`src/rtl/thermo_ctrl.sv`:
```
// Thermostat controller: captures a setpoint from an upstream configuration
// handshake and runs an IDLE/HEAT/COOL/HOLD loop with hysteresis and minimum dwell.
module thermo_ctrl #(
   parameter int unsigned BASE      = 16,
   parameter int unsigned HYST      = 1,
   parameter int unsigned MIN_DWELL = 8
) (
   input  logic       clk,
   input  logic       rst,
   input  logic       hit,
   input  logic [3:0] cfg,
   input  logic [7:0] temp,
   input  logic       temp_vld,
   output logic       heat,
   output logic       cool,
   output logic [7:0] setpoint,
   output logic [1:0] mode
);

   localparam int unsigned DW = $clog2(MIN_DWELL + 1);

   localparam logic [1:0] ST_IDLE = 2'b00;
   localparam logic [1:0] ST_HEAT = 2'b01;
   localparam logic [1:0] ST_COOL = 2'b10;
   localparam logic [1:0] ST_HOLD = 2'b11;

   localparam logic [DW-1:0] DWELL_MAX = DW'(MIN_DWELL);
   localparam logic [DW-1:0] DWELL_ONE = DW'(1);
   localparam logic [7:0]    SP_RST    = 8'(BASE + 4);
   localparam logic [7:0]    SP_BASE   = 8'(BASE);
   localparam logic [8:0]    HYST9     = 9'(HYST);

   logic [1:0]    state_r;
   logic [1:0]    state_nxt_s;
   logic [DW-1:0] dwell_r;
   logic [7:0]    setpoint_r;
   logic          hit_r;
   logic          hit_rise_s;
   logic          dwell_done_s;
   logic [8:0]    sp9_s;
   logic [8:0]    sp_lo_s;
   logic [8:0]    sp_hi_s;
   logic [8:0]    temp9_s;

   assign hit_rise_s   = hit & ~hit_r;
   assign dwell_done_s = (dwell_r == DWELL_MAX);

   // Hysteresis window from the setpoint held before this edge; lower bound clamps at zero.
   always_comb begin
      sp9_s   = {1'b0, setpoint_r};
      temp9_s = {1'b0, temp};
      sp_hi_s = sp9_s + HYST9;
      if (sp9_s >= HYST9) begin
         sp_lo_s = sp9_s - HYST9;
      end else begin
         sp_lo_s = 9'd0;
      end
   end

   // Next-state decision; every exit from IDLE/HEAT/COOL is gated by temp_vld.
   always_comb begin
      state_nxt_s = state_r;
      case (state_r)
         ST_IDLE: begin
            if (temp_vld && (temp9_s < sp_lo_s)) begin
               state_nxt_s = ST_HEAT;
            end else if (temp_vld && (temp9_s > sp_hi_s)) begin
               state_nxt_s = ST_COOL;
            end else begin
               state_nxt_s = ST_IDLE;
            end
         end
         ST_HEAT: begin
            if (temp_vld && (temp9_s >= sp9_s) && dwell_done_s) begin
               state_nxt_s = ST_HOLD;
            end else begin
               state_nxt_s = ST_HEAT;
            end
         end
         ST_COOL: begin
            if (temp_vld && (temp9_s <= sp9_s) && dwell_done_s) begin
               state_nxt_s = ST_HOLD;
            end else begin
               state_nxt_s = ST_COOL;
            end
         end
         ST_HOLD: begin
            if (dwell_done_s) begin
               state_nxt_s = ST_IDLE;
            end else begin
               state_nxt_s = ST_HOLD;
            end
         end
         default: begin
            state_nxt_s = ST_IDLE;
         end
      endcase
   end

   // State register and dwell counter; the counter restarts on any state change.
   always_ff @(posedge clk or negedge rst) begin
      if (!rst) begin
         state_r <= ST_IDLE;
         dwell_r <= '0;
      end else begin
         state_r <= state_nxt_s;
         if (state_nxt_s != state_r) begin
            dwell_r <= '0;
         end else if (!dwell_done_s) begin
            dwell_r <= dwell_r + DWELL_ONE;
         end else begin
            dwell_r <= dwell_r;
         end
      end
   end

   // Setpoint capture on the rising edge of hit only; holding hit high never reloads.
   always_ff @(posedge clk or negedge rst) begin
      if (!rst) begin
         hit_r      <= 1'b0;
         setpoint_r <= SP_RST;
      end else begin
         hit_r <= hit;
         if (hit_rise_s) begin
            setpoint_r <= SP_BASE + {4'd0, cfg};
         end else begin
            setpoint_r <= setpoint_r;
         end
      end
   end

   assign heat     = (state_r == ST_HEAT);
   assign cool     = (state_r == ST_COOL);
   assign mode     = state_r;
   assign setpoint = setpoint_r;

endmodule

```
`config.mk`:
```
export PLATFORM = sky130hd
export DESIGN_NAME = thermo_ctrl
export DESIGN_NICKNAME = d
export VERILOG_FILES = /design/src/rtl/thermo_ctrl.sv
export SDC_FILE = /design/constraint.sdc
export NUM_CORES = 1
export LEC_CHECK = 0
export ABC_CLOCK_PERIOD_IN_PS = 3700
export CORE_MARGIN = 2
export CORE_UTILIZATION = 50
export CTS_CLUSTER_SIZE = 24
export DETAILED_ROUTE_END_ITERATION = 8
export PLACE_DENSITY = 0.82
export SYNTH_ARGS = -nofsm -noshare
export SYNTH_HDL_FRONTEND = slang
export SYNTH_SLANG_ARGS = --single-unit
export TNS_END_PERCENT = 50
```
`constraint.sdc`:
```
create_clock -name clk -period 3.7 [get_ports clk]
set_input_delay 1.11 -clock clk [delete_from_list [all_inputs] [get_ports clk]]
set_output_delay 1.11 -clock clk [all_outputs]
set_load 0.02 [all_outputs]
```
==> results of run 1 <==
[through the flow]
stage | total power, mW | utilization | cells | worst slack, ps
after floorplan | 0.438 | - | 119 | 1130
after global placement | 0.546 | 0.647 | 164 | 573
after detailed placement | 0.562 | 0.647 | 164 | 460
after CTS | 0.650 | 0.660 | 168 | 748
after global routing | 0.705 | 0.660 | 168 | 590
final | 0.645 | 0.660 | 168 | 766
[area by class of cell]
type,count,area (um^2)
Fill cell,192,667
Inverter,10,37.5
Tap cell,27,33.8
Multi-Input combinational cell,93,691
Sequential cell,11,277
Timing Repair Buffer,23,230
Clock buffer,4,26.3
[critical path: cells and delay by family]
| kind | cells | cell delay [ps] |
|---|---|---|
| buffers and inverters | 1 | 480 |
| and+or+nand+nor | 2 | 740 |
| AOI/OAI and AO/OA | 3 | 560 |
| adders and majority gates | 1 | 230 |
[flip-flops by register name, summed over array words and instances (netlist names)]
signal    count
dwell_r       4
mode          2
setpoint      4
hit_r         1
[power groups by stage]
stage / sequential (mW) / combinational (mW) / clock, mW
2_1_floorplan: 0.218 / 0.221 / 0
3_3_place_gp: 0.206 / 0.340 / 0
3_5_place_dp: 0.211 / 0.351 / 0
4_1_cts: 0.210 / 0.353 / 0.0867
5_1_grt: 0.218 / 0.394 / 0.0933
6_report: 0.211 / 0.349 / 0.0857
[cells by family after synthesis]
logic type,synth area share
AND/OR/NAND/NOR,0.203
AO/OA/AOI/OAI,0.165
adder cells (fa/ha/maj),0.218
buffers and inverters,0.0692
flip-flops,0.268
XOR/XNOR,0.0595
other,0.00728
multiplexers,0.00971
[cell usage in the layout (no fill, tap or decap), types with 2 or more instances in the layout]
master,Yosys,layout
nand4_1,2,2
nand3_1,5,5
nand2b_1,2,2
inv_1,10,10
conb_1,2,4
nand2_1,9,9
nor2b_1,2,2
nor4_1,3,3
o21ai_0,6,6
clkbuf_4,0,3
nor3_1,3,3
xnor2_1,6,6
a21oi_1,4,4
clkdlybuf4s50_1,0,23
and3_1,2,2
ha_1,18,18
nor2_1,9,9
dfrtp_1,10,10
[layer usage]
layer,routed length [um],up-vias
met5,0,-
met4,58,0
met3,74,5
met2,1160,19
met1,1050,442
li1,-,459
[worst paths after layout]
| path | endpoint | start | slack (ps) | cells past startpoint |
|---|---|---|---|---|
| min in group asynchronous | mode[1]$_DFF_PN0_ | rst | 1150 | 1 |
| setup reg to reg | dwell_r[1]$_DFFE_PN0P_ | setpoint[0]$_DFFE_PN0P_ | 1230 | 8 |
| setup / recovery | dwell_r[1]$_DFFE_PN0P_ | temp[4] | 770 | 7 |
| max in group asynchronous | setpoint[2]$_DFFE_PN1P_ | rst | 2190 | 1 |
| hold reg to reg | setpoint[2]$_DFFE_PN1P_ | hit_r$_DFF_PN0_ | 580 | 3 |
| hold / removal | setpoint[2]$_DFFE_PN1P_ | hit_r$_DFF_PN0_ | 580 | 3 |
==> run_results.csv, run 1 <==
group,metric,value,unit
die,core-area,1960,um^2
pwr,power.leakage,0.582,nW
clocking,clk_pin_slew,70,ps
global_route,use_met1,0.257,
clocking,cts_resized,0,
clocking,cts_htree_levels,1,
global_route,grtUsageTotal,0.215,
worst_setup_path,startpoint_type,"primary input",
sta,max_freq,341,MHz
logic_synthesis,synthTopCellsByArea,"dfrtp_1 (24%), ha_1 (22%), xnor2_1 (5.1%)",
route,via_per_inst,5.51,
sta,min_period_over_period,0.793,
cells_and_area,final_cell_area,1290,um^2
pwr,p_seq_frac,0.327,
global_route,grt_use_met3,0.0337,
logic_synthesis,yosysWarningCount,0,
logic_synthesis,synthFlopType,"dfrtp_1",
logic_synthesis,ys_seq_elements,11,
clocking,cts_sinks,11,
logic_synthesis,syn_inst,117,
worst_setup_path,crit_type,"primary input to flip-flop",
worst_setup_path,crit_chain,"clkdlybuf4s50_1, ha_1, or4_1, a21oi_1, a221o_2, a21bo_4, nor4_1",
global_route,grt_pass1_wl,3930,um
placed_design,finalWeightedCongestion,0.842,
global_route,first_global_vias,890,
cells_and_area,layout.nets,176,
logic_synthesis,seq_area_frac_synth,0.268,
clocking,post_cts_buffers,0,
pwr,clockPowerShare,0.133,
sta,hold_viol_final,0,
sta,fin_hold_ws,580,ps
logic_synthesis,yosysMostFrequentCell,"ha_1",
die,num_rows,16,
global_route,grtUsageMet2,0.358,
worst_setup_path,cp-end-kind,"flip-flop",
run,drv_cap,0,
route,ant_nets,0,
logic_synthesis,syn_avg_cell_area,8.81,um^2
global_route,grt_overflow,0,
route,routedWlPerCell,13.9,um
sta,finalSetupViolations,0,
placed_design,postPlaceCellArea,1270,um^2
sta,finalMaxSlewViolations,0,
route,drc,0,
sta,tns,0,ps
hold_path,hp-class,"flip-flop to flip-flop",
global_route,grt-busiest-layer,"met2",
sta,worst_clock_skew,5.56,ps
placed_design,hpwl,1940,um
logic_synthesis,synth_top_area_share,0.243,
worst_setup_path,critical_path.max_fanout,4,
worst_setup_path,cpPeakStageDelay,510,ps
sta,period_needed,2930,ps
worst_setup_path,required,3880,ps
die,ioPinCount,28,
route,firstDrtPassIters,4,
cells_and_area,final_layout_size_suffix_gt1_frac,0.0780,
pwr,p_switching,0.270,mW
route,num_vias,925,
route,routed_wl,2340,um
logic_synthesis,synth_edf_count,0,
clocking,tritoncts,"built",
pwr,p_sw_frac,0.419,
die,die_h,49.4,um
cells_and_area,syn_to_final_growth,25.6,%
placed_design,numPortBuffers,23,
pwr,cellPowerDensity,498,nW/um^2
pwr,combPwrFrac,0.540,
global_route,grt_max_degree,12,
die,start_util,0.526,
logic_synthesis,async_flop_share,1.00,
global_route,antenna_found_initial,0,
clocking,ctsRootBufferMaster,"clkbuf_4",
cells_and_area,diodes,0,
worst_setup_path,cp_slowest_cell,"or4_1",
clocking,cts_buffer_depth,2,
die,die_width,49.4,um
outcome,status,"finished, final reports clean",
logic_synthesis,synthTopCellsByCount,"ha_1 (18), dfrtp_1 (10), inv_1 (10), nand2_1 (9), nor2_1 (9)",
clocking,cts_buffers,3,
pwr,ir_drop,0.384,mV
logic_synthesis,syn_area,1030,um^2
clocking,postCtsHoldBufs,0,
route,drtIter0Drc,10,
logic_synthesis,synth_cell_types,37,
clocking,clock_latency,280,ps
pwr,intPower,0.375,mW
sta,rsz0062_at_grt,"no",
worst_setup_path,cp_data_arrival_time,3120,ps
die,dieArea,2440,um^2
logic_synthesis,yosys.area.top_type,"dfrtp_1",
Power figures use the tool's default switching activity.
==> run 2: changes to the inputs <==
ABC_CLOCK_PERIOD_IN_PS = 3000   (was 3700)
CORE_UTILIZATION = 48   (was 50)
PLACE_DENSITY = 0.8   (was 0.82)
clock period = 3 ns   (was 3.7 ns; I/O delays follow)
==> run 2 against run 1 <==
Against the previous run:
- global-route usage shrank 3.7 points
- critical path type unchanged
- via count shrank 1.6%
- first-iteration DRC count grew 30%
==> run_results.csv, run 2 (synthesized netlist as in run 1, its figures left out) <==
group,metric,value,unit
die,die_h,50.3,um
sta,hold_viol_final,0,
placed_design,postPlaceCellArea,1280,um^2
cells_and_area,diodes,0,
sta,period_needed,2780,ps
worst_setup_path,critical_path.max_fanout,4,
cells_and_area,fillCellCount,168,
pwr,ir_drop,0.424,mV
worst_setup_path,cp-end-kind,"flip-flop",
clocking,cts_resized,0,
clocking,ctsRootBufferMaster,"clkbuf_4",
sta,worst_clock_skew,0.896,ps
global_route,grt_pass1_wl,3460,um
sta,finalMaxSlewViolations,0,
die,start_util,0.515,
die,num_rows,16,
worst_setup_path,crit_type,"primary input to flip-flop",
placed_design,hpwl,1840,um
global_route,grt_max_degree,12,
placed_design,finalWeightedCongestion,0.800,
sta,tns,0,ps
cells_and_area,seq_area,277,um^2
route,ant_nets,0,
route,num_vias,910,
route,routedWlPerCell,12.7,um
cells_and_area,syn_to_final_growth,26.3,%
route,drc,0,
sta,min_period_over_period,0.926,
sta,finalSetupViolations,0,
clocking,tritoncts,"built",
sta,max_freq,360,MHz
run,drv_cap,0,
route,via_per_inst,5.38,
cells_and_area,multi_input_area,691,um^2
pwr,cellPowerDensity,606,nW/um^2
route,drtIter0Drc,13,
clocking,cts_htree_levels,1,
hold_path,hp-class,"flip-flop to flip-flop",
cells_and_area,final_layout_size_suffix_gt1_frac,0.0845,
clocking,post_cts_buffers,0,
pwr,finalPower,0.789,mW
sta,worst_pin_slew,535,ps
clocking,cts_buffer_depth,2,
worst_setup_path,required,3150,ps
die,die_width,50.3,um
sta,fin_hold_ws,577,ps
clocking,cts_sinks,11,
pwr,power.leakage,0.587,nW
global_route,antenna_found_initial,0,
outcome,status,"finished, final reports clean",
die,ioPinCount,28,
clocking,clk_pin_slew,70,ps
clocking,postCtsHoldBufs,0,
worst_setup_path,startpoint_type,"primary input",
route,routed_wl,2140,um
cells_and_area,final_cell_mix,"clkdlybuf4s50_1 (23), ha_1 (18), inv_1 (10), dfrtp_1 (10)",
clocking,clock_latency,260,ps
cells_and_area,layout.nets,177,
worst_setup_path,cp_data_arrival_time,2930,ps
placed_design,numPortBuffers,23,
sta,rsz0062_at_grt,"no",
global_route,grt_overflow,0,
die,core-area,2000,um^2
sta,max_slew_margin,0.642,
global_route,first_global_vias,798,
route,firstDrtPassIters,4,
cells_and_area,final_common_cell,"clkdlybuf4s50_1",
sta,timing.final.ws_setup,223,ps
clocking,cts_buffers,3,
placed_design,place_ws,-67.6,ps
cells_and_area,final_cell_area,1300,um^2
global_route,grtUsageTotal,0.178,
die,dieArea,2530,um^2
==> run 2: power by group <==
part	total [mW]	switching, mW	internal, mW
Clock	0.101	0.0499	0.0514
Sequential	0.258	0.0577	0.200
Combinational	0.430	0.218	0.211
==> run 2: critical path, cell delays in order <==
cell             delay [ps]
clkdlybuf4s50_1         450
ha_1                    230
or4_1                   510
a21oi_1                 150
a221o_2                 180
a21bo_4                 240
nor4_1                  280
==> run 2: area by class of cell <==
| cell class | instances | share of cell area |
|---|---|---|
| well taps | 27 | 0.0259 |
| multi-input cells | 93 | 0.530 |
| inverters | 10 | 0.0288 |
| flip-flops and latches | 11 | 0.212 |
| clock buffers | 4 | 0.0202 |
| repair buffers | 24 | 0.183 |
==> run 2: final timing paths <==
kind                                         start  slack, ps  depth (start not counted)                      end
max in group asynchronous                      rst       1650                          1  setpoint[2]$_DFFE_PN1P_
setup reg to reg           setpoint[0]$_DFFE_PN0P_        420                          8   dwell_r[1]$_DFFE_PN0P_
min in group asynchronous                      rst        980                          1   dwell_r[3]$_DFFE_PN0P_
hold reg to reg                    hit_r$_DFF_PN0_        580                          3  setpoint[2]$_DFFE_PN1P_
hold / removal                     hit_r$_DFF_PN0_        580                          3  setpoint[2]$_DFFE_PN1P_
setup / recovery                           temp[5]        220                          7   dwell_r[1]$_DFFE_PN0P_
==> run 2: per-stage QoR <==
| step | std cells | utilization |
|---|---|---|
| after floorplan | 119 | - |
| after global placement | 165 | 0.638 |
| after detailed placement | 165 | 0.638 |
| after CTS | 169 | 0.651 |
| after global routing | 169 | 0.651 |
| final | 169 | 0.651 |
==> run 2: per-layer routing <==
metal	GRT usage	up-vias	wire length, um
met5	0	-	0
li1	-	461	-
met3	0.0268	2	65
met1	0.259	428	1070
met2	0.268	19	997
met4	0.0586	0	15
==> run 3: changes to the inputs <==
MAX_ROUTING_LAYER = met4   (was not set)
==> run 3 against run 2 <==
Against the previous run:
- via count up 0.22%
- first-iteration DRC count unchanged
- wire length is 0.51% higher
- critical endpoint unchanged
- die area stayed put
- largest power group unchanged
- combinational power barely moved
- critical path depth stayed put
- cell area unchanged
- clock power hardly changed
- register-to-register slack barely moved
==> run_results.csv, run 3 (synthesized netlist as in run 1, its figures left out) <==
group,metric,value,unit
sta,min_period_over_period,0.925,
sta,worst_clock_skew,1.40,ps
global_route,grtUsageTotal,0.183,
sta,hold_viol_final,0,
hold_path,hp-class,"flip-flop to flip-flop",
pwr,combPwrFrac,0.545,
worst_setup_path,cp-end-kind,"flip-flop",
placed_design,hpwl,1840,um
route,firstDrtPassIters,4,
clocking,cts_sinks,11,
outcome,status,"finished, final reports clean",
placed_design,finalWeightedCongestion,0.812,
clocking,tritoncts,"built",
clocking,cts_htree_levels,1,
die,core-area,2000,um^2
clocking,clock_latency,260,ps
pwr,power.leakage,0.587,nW
cells_and_area,final_layout_size_suffix_gt1_frac,0.0845,
placed_design,numPortBuffers,23,
global_route,grt_overflow,0,
global_route,grt_pass1_wl,3450,um
sta,rsz0062_at_grt,"no",
worst_setup_path,startpoint_type,"primary input",
worst_setup_path,r2r_slack,420,ps
die,ioPinCount,28,
die,die_h,50.3,um
pwr,p_sw_frac,0.413,
clocking,cts_resized,0,
worst_setup_path,crit_type,"primary input to flip-flop",
sta,period_needed,2770,ps
die,num_rows,16,
route,num_vias,912,
cells_and_area,syn_to_final_growth,26.3,%
worst_setup_path,regToRegStartpoint,"setpoint[0]$_DFFE_PN0P_",
sta,max_freq,360,MHz
global_route,antenna_found_initial,0,
pwr,p_switching,0.326,mW
worst_setup_path,cp_data_arrival_time,2920,ps
hold_path,worstHoldStart,"hit_r$_DFF_PN0_",
pwr,ir_drop,0.425,mV
worst_setup_path,rr_worst_depth,8,
clocking,ctsRootBufferMaster,"clkbuf_4",
worst_setup_path,cpPeakStageDelay,510,ps
worst_setup_path,required,3150,ps
pwr,intPower,0.463,mW
hold_path,hold_depth,3,
sta,tns,0,ps
sta,finalMaxSlewViolations,0,
route,routed_wl,2160,um
worst_setup_path,crit_start,"temp[5]",
global_route,first_global_vias,801,
cells_and_area,final_cell_mix,"clkdlybuf4s50_1 (23), ha_1 (18), inv_1 (10), dfrtp_1 (10)",
sta,max_slew_margin,0.631,
route,ant_nets,0,
global_route,grt_max_degree,12,
pwr,cellPowerDensity,606,nW/um^2
worst_setup_path,cp_slowest_cell,"or4_1",
pwr,p_seq_frac,0.327,
sta,fin_hold_ws,575,ps
worst_setup_path,critical_path.max_fanout,4,
cells_and_area,diodes,0,
pwr,clockPowerShare,0.128,
die,start_util,0.515,
route,drc,0,
clocking,cts_buffer_depth,2,
cells_and_area,layout.nets,177,
clocking,postCtsHoldBufs,0,
die,die_width,50.3,um
clocking,cts_buffers,3,
cells_and_area,final_common_cell,"clkdlybuf4s50_1",
clocking,clk_pin_slew,70,ps
worst_setup_path,crit_chain,"clkdlybuf4s50_1, ha_1, or4_1, a21oi_1, a221o_2, a21bo_4, nor4_1",
run,drv_cap,0,
cells_and_area,fillCellCount,168,
die,dieArea,2530,um^2
route,via_per_inst,5.40,
sta,worst_pin_slew,552,ps
sta,finalSetupViolations,0,
route,drtIter0Drc,13,
clocking,post_cts_buffers,0,
route,routedWlPerCell,12.8,um
==> run 3: cell counts in the layout (fill, tap and decap cells not counted) <==
Identical to the previous run, type by type.
==> run 3: metal layers <==
layer / GRT usage / routed length, um / vias up / part of all wire
li1: - / - / 461 / -
met3: 0.0268 / 69 / 2 / 0.032
met1: 0.259 / 1070 / 429 / 0.50
met4: 0.0586 / 15 / 0 / 0.0070
met5: - / 0 / - / 0
met2: 0.268 / 997 / 20 / 0.46
==> run 3: final timing paths <==
check                                          endpoint
max in group asynchronous       setpoint[2]$_DFFE_PN1P_
worst min-delay path            setpoint[2]$_DFFE_PN1P_
worst max register to register   dwell_r[1]$_DFFE_PN0P_
min in group asynchronous        dwell_r[3]$_DFFE_PN0P_
worst max-delay path             dwell_r[1]$_DFFE_PN0P_
worst min register to register  setpoint[2]$_DFFE_PN1P_
==> run 3: power by group through the flow <==
stage	clock, mW	combinational, mW	sequential, mW
after global placement	0	0.421	0.256
after detailed placement	0	0.436	0.258
after global routing	0.111	0.475	0.266
final	0.101	0.430	0.258
after CTS	0.105	0.435	0.257
after floorplan	0	0.272	0.268
==> run 3: critical path: cells and delay by family <==
kind / cells / cell delay [ps]
simple gates: 2 / 790
compound gates: 3 / 570
buf+inv: 1 / 440
fa+ha+maj: 1 / 230
==> run 3: layout make-up <==
| class | instances | area (um^2) | share of cell area |
|---|---|---|---|
| Tap cell | 27 | 33.8 | 0.0259 |
| Timing Repair Buffer | 24 | 238 | 0.183 |
| Multi-Input combinational cell | 93 | 691 | 0.530 |
| Sequential cell | 11 | 277 | 0.212 |
| Inverter | 10 | 37.5 | 0.0288 |
| Clock buffer | 4 | 26.3 | 0.0202 |
==> run 3: stage by stage <==
step           utilization  instances  power (mW)  setup slack [ps]  cell area (um^2)
3_5_place_dp         0.638        165       0.694             -67.6              1280
4_1_cts              0.651        169       0.797               242              1300
3_3_place_gp         0.638        165       0.677               120              1280
6_report             0.651        169       0.789               226              1300
2_1_floorplan            -        119       0.541               585              1040
5_1_grt              0.651        169       0.853               182              1300
==> edit, RTL diff (flow settings as in run 1) <==
Set the parameter `MIN_DWELL` to 16 (it was 8).
--- a/src/rtl/thermo_ctrl.sv
+++ b/src/rtl/thermo_ctrl.sv
@@ -4,5 +4,5 @@
    parameter int unsigned BASE      = 16,
    parameter int unsigned HYST      = 1,
-   parameter int unsigned MIN_DWELL = 8
+   parameter int unsigned MIN_DWELL = 16
 ) (
    input  logic       clk,
Behaviour: no difference found for any inputs over 10 cycles, from zero or initial values and one cycle with rst low; that may be too few to reach the edited logic, so the function may still have changed.
==> edit against run 1 <==
- critical path depth did not move
- first-iteration DRC count is 30% higher
- power shrank 3.4%
- routed wire length down 4.6%
- area after synthesis grew 6.7%
- worst setup slack gained 0.14 ns
- sequential power rose by 6%
- design area grew 6.1%
- sequential cell count grew 1
- critical endpoint is now dwell_r[0]$_DFFE_PN0P_
==> edit: results (changes against run 1) <==
post-synthesis sequential area ratio=0.274 (was 0.268); layout cells sized above 1=0.0685 (was 0.0780); CP Data Arrival Time=2.95 ns (was 3.12 ns); M1 GR Usage=0.244 (was 0.257); Routed WL per cell=12.9 microns (was 13.9 microns); FILL cells=163 (was 192); post-placement cell count=169 (was 164); CP max-delay cell=clkdlybuf4s50_1 (was or4_1); post-synthesis mux area share=0.00910 (was 0.00971); Syn Area/Cell=9.01 sq um (was 8.81 sq um); global-route wire length before repair=3730 microns (was 3930 microns); Reg2Reg Setup Slack=1.40 ns (was 1.23 ns); Worst Setup EP=dwell_r[0]$_DFFE_PN0P_ (was dwell_r[1]$_DFFE_PN0P_); CP Max Fanout=3 (was 4); hold slack=0.572 ns (was 0.580 ns); maximum VDD drop=322 uV (was 384 uV); Via density=5.47 (was 5.51); HPWL after DPL=1910 microns (was 1940 microns); Clock Skew=0.00502 ns (was 0.00556 ns); Critical Path Max Stage Delay=0.48 ns (was 0.51 ns); M3 GR Usage=0.0351 (was 0.0337); met2 global-route usage=0.327 (was 0.358); dpl ws=0.658 ns (was 0.460 ns); Global Route Usage Sum=0.191 (was 0.215); XOR/XNOR Fraction of Synth Area=0.0637 (was 0.0595); gpl congestion=0.861 (was 0.842); FF-to-FF End=dwell_r[2]$_DFFE_PN0P_ (was dwell_r[1]$_DFFE_PN0P_); status=completed (unchanged); synth cell count leaders=18 x ha_1, 11 x dfrtp_1, 9 x inv_1, 9 x nand2_1, 6 x xnor2_1 (was 18 x ha_1, 10 x dfrtp_1, 10 x inv_1)
edit: area by class of cell:
type / count / area [sq um] / share of cell area
clock buffer: 4 / 36.3 / 0.0264
inverter: 9 / 33.8 / 0.0246
multi-input combinational: 97 / 731 / 0.532
sequential: 12 / 302 / 0.219
tap: 27 / 33.8 / 0.0246
timing repair buffer: 24 / 238 / 0.173
edit: per-layer routing:
layer	share of wire	wire length, microns
met5	0	0
met4	0.0099	22
met3	0.042	93
met2	0.46	1020
met1	0.49	1100
edit: where the power goes:
group / switching [W] / leakage (nW) / internal (W)
Sequential: 0.0000479 / 0.140 / 0.000175
Clock: 0.0000412 / 0.0210 / 0.0000597
Combinational: 0.000148 / 0.456 / 0.000153
Total: 0.000237 / 0.617 / 0.000387
edit: worst reg2reg max path: stages (launching register included):
cell and delay (ns):
dfrtp_1 0.45, inv_1 0.11, ha_1 0.23, xnor2_1 0.18, ha_1 0.27, a21oi_1 0.14, a21oi_1 0.08, a2111o_1 0.34
o2bb2ai_2 0.28, nor3_1 0.09
